**config.mk**
```make
export PLATFORM = sky130hd
export DESIGN_NAME = result_reader
export DESIGN_NICKNAME = d
export VERILOG_FILES = /design/src/rtl/result_reader.sv
export SDC_FILE = /design/constraint.sdc
export NUM_CORES = 1
export LEC_CHECK = 0
export CORE_UTILIZATION = 37
export DETAILED_ROUTE_END_ITERATION = 10
export MAX_ROUTING_LAYER = met4
export PLACE_DENSITY = 0.86
export SYNTH_ARGS = -nofsm -noshare
export SYNTH_HDL_FRONTEND = slang
export SYNTH_SLANG_ARGS = --single-unit
```
**constraint.sdc**
```tcl
create_clock -name clk -period 2.5 [get_ports clk]
set_input_delay 0.25 -clock clk [delete_from_list [all_inputs] [get_ports clk]]
set_output_delay 0.25 -clock clk [all_outputs]
set_load 0.02 [all_outputs]
```
**src/rtl/result_reader.sv**
```systemverilog
// Streams an N_DIM x N_DIM matrix out of four quadrant-banked datamemories,
// one element per valid/ready handshake, in row-major order.
module result_reader #(
    parameter int N_DIM      = 4,
    parameter int BASE_ADDR  = 4,
    parameter int ROW_STRIDE = 64
) (
    input  logic        clk,
    input  logic        rst_n,
    input  logic        start,
    output logic [11:0] addr_o,
    output logic [3:0]  we_o,
    input  logic [11:0] dataout1,
    input  logic [11:0] dataout2,
    input  logic [11:0] dataout3,
    input  logic [11:0] dataout4,
    output logic [11:0] out_data,
    output logic        out_valid,
    input  logic        out_ready,
    output logic        out_last,
    output logic        busy,
    output logic        done,
    output logic [2:0]  fsm_state
);

    localparam int CW = (N_DIM > 2) ? $clog2(N_DIM) : 1;
    localparam logic [CW-1:0] HALF = CW'(N_DIM / 2);
    localparam logic [CW-1:0] LAST = CW'(N_DIM - 1);

    typedef enum logic [2:0] {
        S_IDLE,
        S_ADDR,
        S_CAPT,
        S_SEND,
        S_DONE
    } state_t;

    state_t        state;
    logic [CW-1:0] row;
    logic [CW-1:0] col;
    logic [11:0]   bank_data;

    assign we_o      = 4'b0000;
    assign fsm_state = state;

    // Counters only move on a handshake, so the address is stable ADDR..SEND.
    assign addr_o = 12'(BASE_ADDR) + 12'(row) * 12'(ROW_STRIDE) + 12'(col);

    // Quadrant to bank mapping: TL=1, TR=4, BL=3, BR=2.
    always_comb begin
        bank_data = '0;
        case ({row >= HALF, col >= HALF})
            2'b00:   bank_data = dataout1;
            2'b01:   bank_data = dataout4;
            2'b10:   bank_data = dataout3;
            default: bank_data = dataout2;
        endcase
    end

    // Valid/ready: out_valid rises in SEND and stays high, with out_data and
    // out_last frozen, until out_valid && out_ready are both seen at a rising edge.
    always_ff @(posedge clk) begin
        if (!rst_n) begin
            state     <= S_IDLE;
            row       <= '0;
            col       <= '0;
            out_data  <= '0;
            out_valid <= 1'b0;
            out_last  <= 1'b0;
            busy      <= 1'b0;
            done      <= 1'b0;
        end else begin
            case (state)
                S_IDLE: begin
                    done <= 1'b0;
                    if (start) begin
                        row   <= '0;
                        col   <= '0;
                        busy  <= 1'b1;
                        state <= S_ADDR;
                    end
                end
                S_ADDR: state <= S_CAPT;
                S_CAPT: begin
                    out_data  <= bank_data;
                    out_valid <= 1'b1;
                    out_last  <= (row == LAST) && (col == LAST);
                    state     <= S_SEND;
                end
                S_SEND: begin
                    if (out_ready) begin
                        out_valid <= 1'b0;
                        out_last  <= 1'b0;
                        if (out_last) begin
                            done  <= 1'b1;
                            state <= S_DONE;
                        end else begin
                            if (col == LAST) begin
                                col <= '0;
                                row <= row + CW'(1);
                            end else begin
                                col <= col + CW'(1);
                            end
                            state <= S_ADDR;
                        end
                    end
                end
                S_DONE: begin
                    done  <= 1'b0;
                    busy  <= 1'b0;
                    state <= S_IDLE;
                end
                default: state <= S_IDLE;
            endcase
        end
    end

endmodule

```
==> out/qor.tcl <==
set qor(power_switching_mw) 0.240
set qor(comb_power_share_pct) 27.5
set qor(pwr-share-clk_pct) 26.2
set qor(timing.rr.end) {out_data[6]}
set qor(post_synth_instance_area_um2) 1400
set qor(via_count) 1331
set qor(maxCapViolations) 0
set qor(worstSetupStartpointType) {flip-flop}
set qor(clockBufferDepth) 2
set qor(worst_setup_path_startpoint) {fsm_state[1]}
set qor(drc) 0
set qor(initial_cell_density_of_the_core_pct) 40.3
set qor(post_cts_resized) 0
set qor(pwr_density_cell_nw_per_um2) 408
set qor(worst-path-max-fanout) 13
set qor(clock_tree_from_tritoncts) {done}
set qor(synth.ff_latch_count) 23
set qor(endpoint_kind) {flip-flop}
set qor(finalHoldWorstSlack_ns) 0.476
set qor(via_count_of_the_first_global_routing_pass) 1270
set qor(seq_area_frac_synth_pct) 32.9
set qor(ctsHoldBuffers) 0
set qor(globalRouteMet3Util_pct) 2.36
set qor(design.core.area_um2) 3470
set qor(worst-setup-path-type) {flip-flop to flip-flop}
set qor(detail_route.first_pass.iterations) 4
set qor(gr_layer_usage_met1_pct) 23.6
set qor(drive_gt1_share_pct) 5.53
set qor(setup_repair_after_global_routing_missed_its_margin) {false}
set qor(clk_latency_ns) 0.26
set qor(detailedPlace.worstSlack_ns) 0.627
set qor(grt_use_met2_pct) 33.1
set qor(r2r.worst_path.cells) 3
set qor(power.switching_fraction_pct) 27.4
set qor(numPortBuffers) 74
set qor(seq_power_share_pct) 46.4
set qor(hpwlAfterDp_um) 2930
set qor(grt_remaining_overflow) 0
set qor(grt_first_pass_wirelength_um) 6070
set qor(maximum_clock_frequency_ghz) 0.538
set qor(dieWidth_um) 63.5
set qor(worst_setup_hold_path_clk_slew_ns) 0.09
set qor(dr_wl_cell_um) 14.7
set qor(postCtsSetupBuffers) 0
set qor(finalNetCount) 274
set qor(worst_vdd_ir_v) 0.000183
set qor(grt_use_total_pct) 19.4
set qor(syn-instance-count) 149
set qor(cts_buffer_count) 3
set qor(setup-tns-final_ns) 0
set qor(ff2ff_setup_slack_ns) 0.64
set qor(internal_power_mw) 0.637
set qor(final_critical_path_share_of_the_clock_period_pct) 74.3
set qor(sink_count_of_the_clock_tree) 23
set qor(route.antenna.remaining_nets) 0
set qor(die_height_um) 63.5
set qor(clock-skew-final_ns) 0.00931
set qor(timing.final.max_slew_violations) 0
set qor(io_pins) 87
set qor(globalRoute.busiestLayer) {met2}
set qor(worst_slew_margin_pct) 64.6
set qor(finalWeightedCongestion) 0.801
set qor(wl_um) 3850
set qor(cts.root.buffer_cell) {clkbuf_8}
set qor(worst_slew_pin_slew_ns) 0.523
set qor(yosys_warnings) 0
set qor(leakagePower_nw) 0.976
set qor(status) {finished, final reports clean}
set qor(antenna_found_initial) 0
set qor(post-route-worst-setup-slack_ns) 0.642
set qor(regToRegStartpoint) {fsm_state[1]}
set qor(finalCriticalPeriod_ns) 1.86
set qor(worstPathArrival_ns) 2.03
set qor(syn_area_per_cell_um2) 9.39
set qor(total_count_of_hold_check_failures_in_the_final_report) 0
set qor(antennaDiodeCount) 0
set qor(area_growth_syn_to_fin_pct) 53.8
set qor(timing.critical_path.to) {out_data[6]}
set qor(std_cell_rows) 21
set qor(route.detailed.vias_per_inst) 5.06
set qor(synthDistinctLibCells) 34
set qor(cp.required_ns) 2.68
set qor(first_iter_violations) 58
set qor(timing.final.setup_violations) 0
set qor(cts_htree_levels) 1
set qor(hp-class) {flip-flop to flip-flop}
set qor(die-area_um2) 4030
set qor(largest_net_degree_at_the_start_of_global_routing) 25
critical path, cell delays in order (launching register included):
cell and delay, ns:
dfxtp_1 0.54, nor3b_1 0.39, nand3_1 0.48, o221ai_1 0.37
layer usage:
metal / routed length, µm / up-vias
met5: 0 / -
met4: 42 / 0
met3: 126 / 4
met2: 2030 / 38
met1: 1650 / 632
li1: - / 657
flip-flops by register name (all words and copies together) (netlist names):
register	cells
out_data	12
fsm_state	3
col	2
row	2
busy	1
done	1
out_last	1
out_valid	1
area by class of cell:
type / instances / area (µm²)
fill: 304 / 1320
multi-input combinational: 110 / 817
timing repair buffer: 76 / 756
sequential: 23 / 460
tap: 46 / 57.6
clock buffer: 4 / 45.0
inverter: 4 / 15.0
power by group through the flow:
stage / logic, mW / registers (mW) / clock network, mW
after global routing: 0.258 / 0.409 / 0.249
after detailed placement: 0.240 / 0.414 / 0
final: 0.241 / 0.407 / 0.230
after global placement: 0.237 / 0.414 / 0
after CTS: 0.241 / 0.406 / 0.233
after floorplan: 0.104 / 0.430 / 0
cell usage in the layout, fill, tap and decap left out, types with 2 or more instances in the layout:
cell and count:
inv_1 4, nand2_1 5, o21a_1 2, o221ai_2 2, nor3_1 2, mux2i_1 26, o221ai_1 10, nand4b_1 2
clkbuf_8 3, nand2b_1 3, a21boi_0 2, ha_1 4, and3_1 3, dfxtp_1 23, nand3_1 14, conb_1 12
clkdlybuf4s50_1 74, and2_1 2, nor2_1 7, buf_4 2
how the worst min path moves through the flow:
stage | slack, ns | depth (start not counted) | endpoint | from
final | 0.48 | 2 | busy | busy
after global routing | 0.53 | 2 | busy | busy
after CTS | 0.48 | 2 | busy | busy
after detailed placement | 0.46 | 2 | busy | busy
after global placement | 0.47 | 2 | out_data[0] | out_data[0]
after floorplan | 0.41 | 2 | fsm_state[1] | rst_n
through the flow:
| stage | utilization (%) | std cells | area (µm²) | total power [mW] |
|---|---|---|---|---|
| 2_1_floorplan | - | 159 | 1440 | 0.533 |
| 3_3_place_gp | 60.7 | 259 | 2110 | 0.651 |
| 3_5_place_dp | 60.7 | 259 | 2110 | 0.653 |
| 4_1_cts | 62.0 | 263 | 2150 | 0.879 |
| 5_1_grt | 62.0 | 263 | 2150 | 0.916 |
| 6_report | 62.0 | 263 | 2150 | 0.877 |
synthesized netlist by cell type:
library cell	number	area, µm²
or3b_4	1	11.3
o221ai_1	10	87.6
buf_4	12	90.1
nor4bb_1	1	10.0
or3_4	1	11.3
a221o_1	1	10.0
a21boi_0	2	15.0
nor3b_1	1	7.51
buf_6	2	22.5
or3b_2	1	8.76
buf_2	3	15.0
o221ai_2	2	30.0
nand4b_1	2	17.5
a221oi_1	1	8.76
inv_1	4	15.0
ha_1	4	50.1
a21o_1	1	7.51
conb_1	2	7.51
o31a_1	1	8.76
dfxtp_1	23	460
o21a_1	2	15.0
o21ai_0	1	5.00
nor2b_1	1	6.26
nand3_1	14	70.1
nand2b_1	3	18.8
nand2_1	5	18.8
nor3_1	2	10.0
a2bb2oi_1	1	8.76
clkbuf_1	5	18.8
and3_1	3	18.8
o221a_2	1	11.3
mux2i_1	26	260
nor2_1	8	30.0
and2_1	2	12.5
logic make-up after synthesis:
logic type | count (synthesis) | synth area share (%)
simple gates | 45 | 18.0
buf+inv | 26 | 11.5
flops | 23 | 32.9
other cells | 2 | 0.537
fa+ha+maj | 4 | 3.58
compound gates | 23 | 14.8
mux | 26 | 18.6
Note: power is estimated with default switching activity, not from simulation.
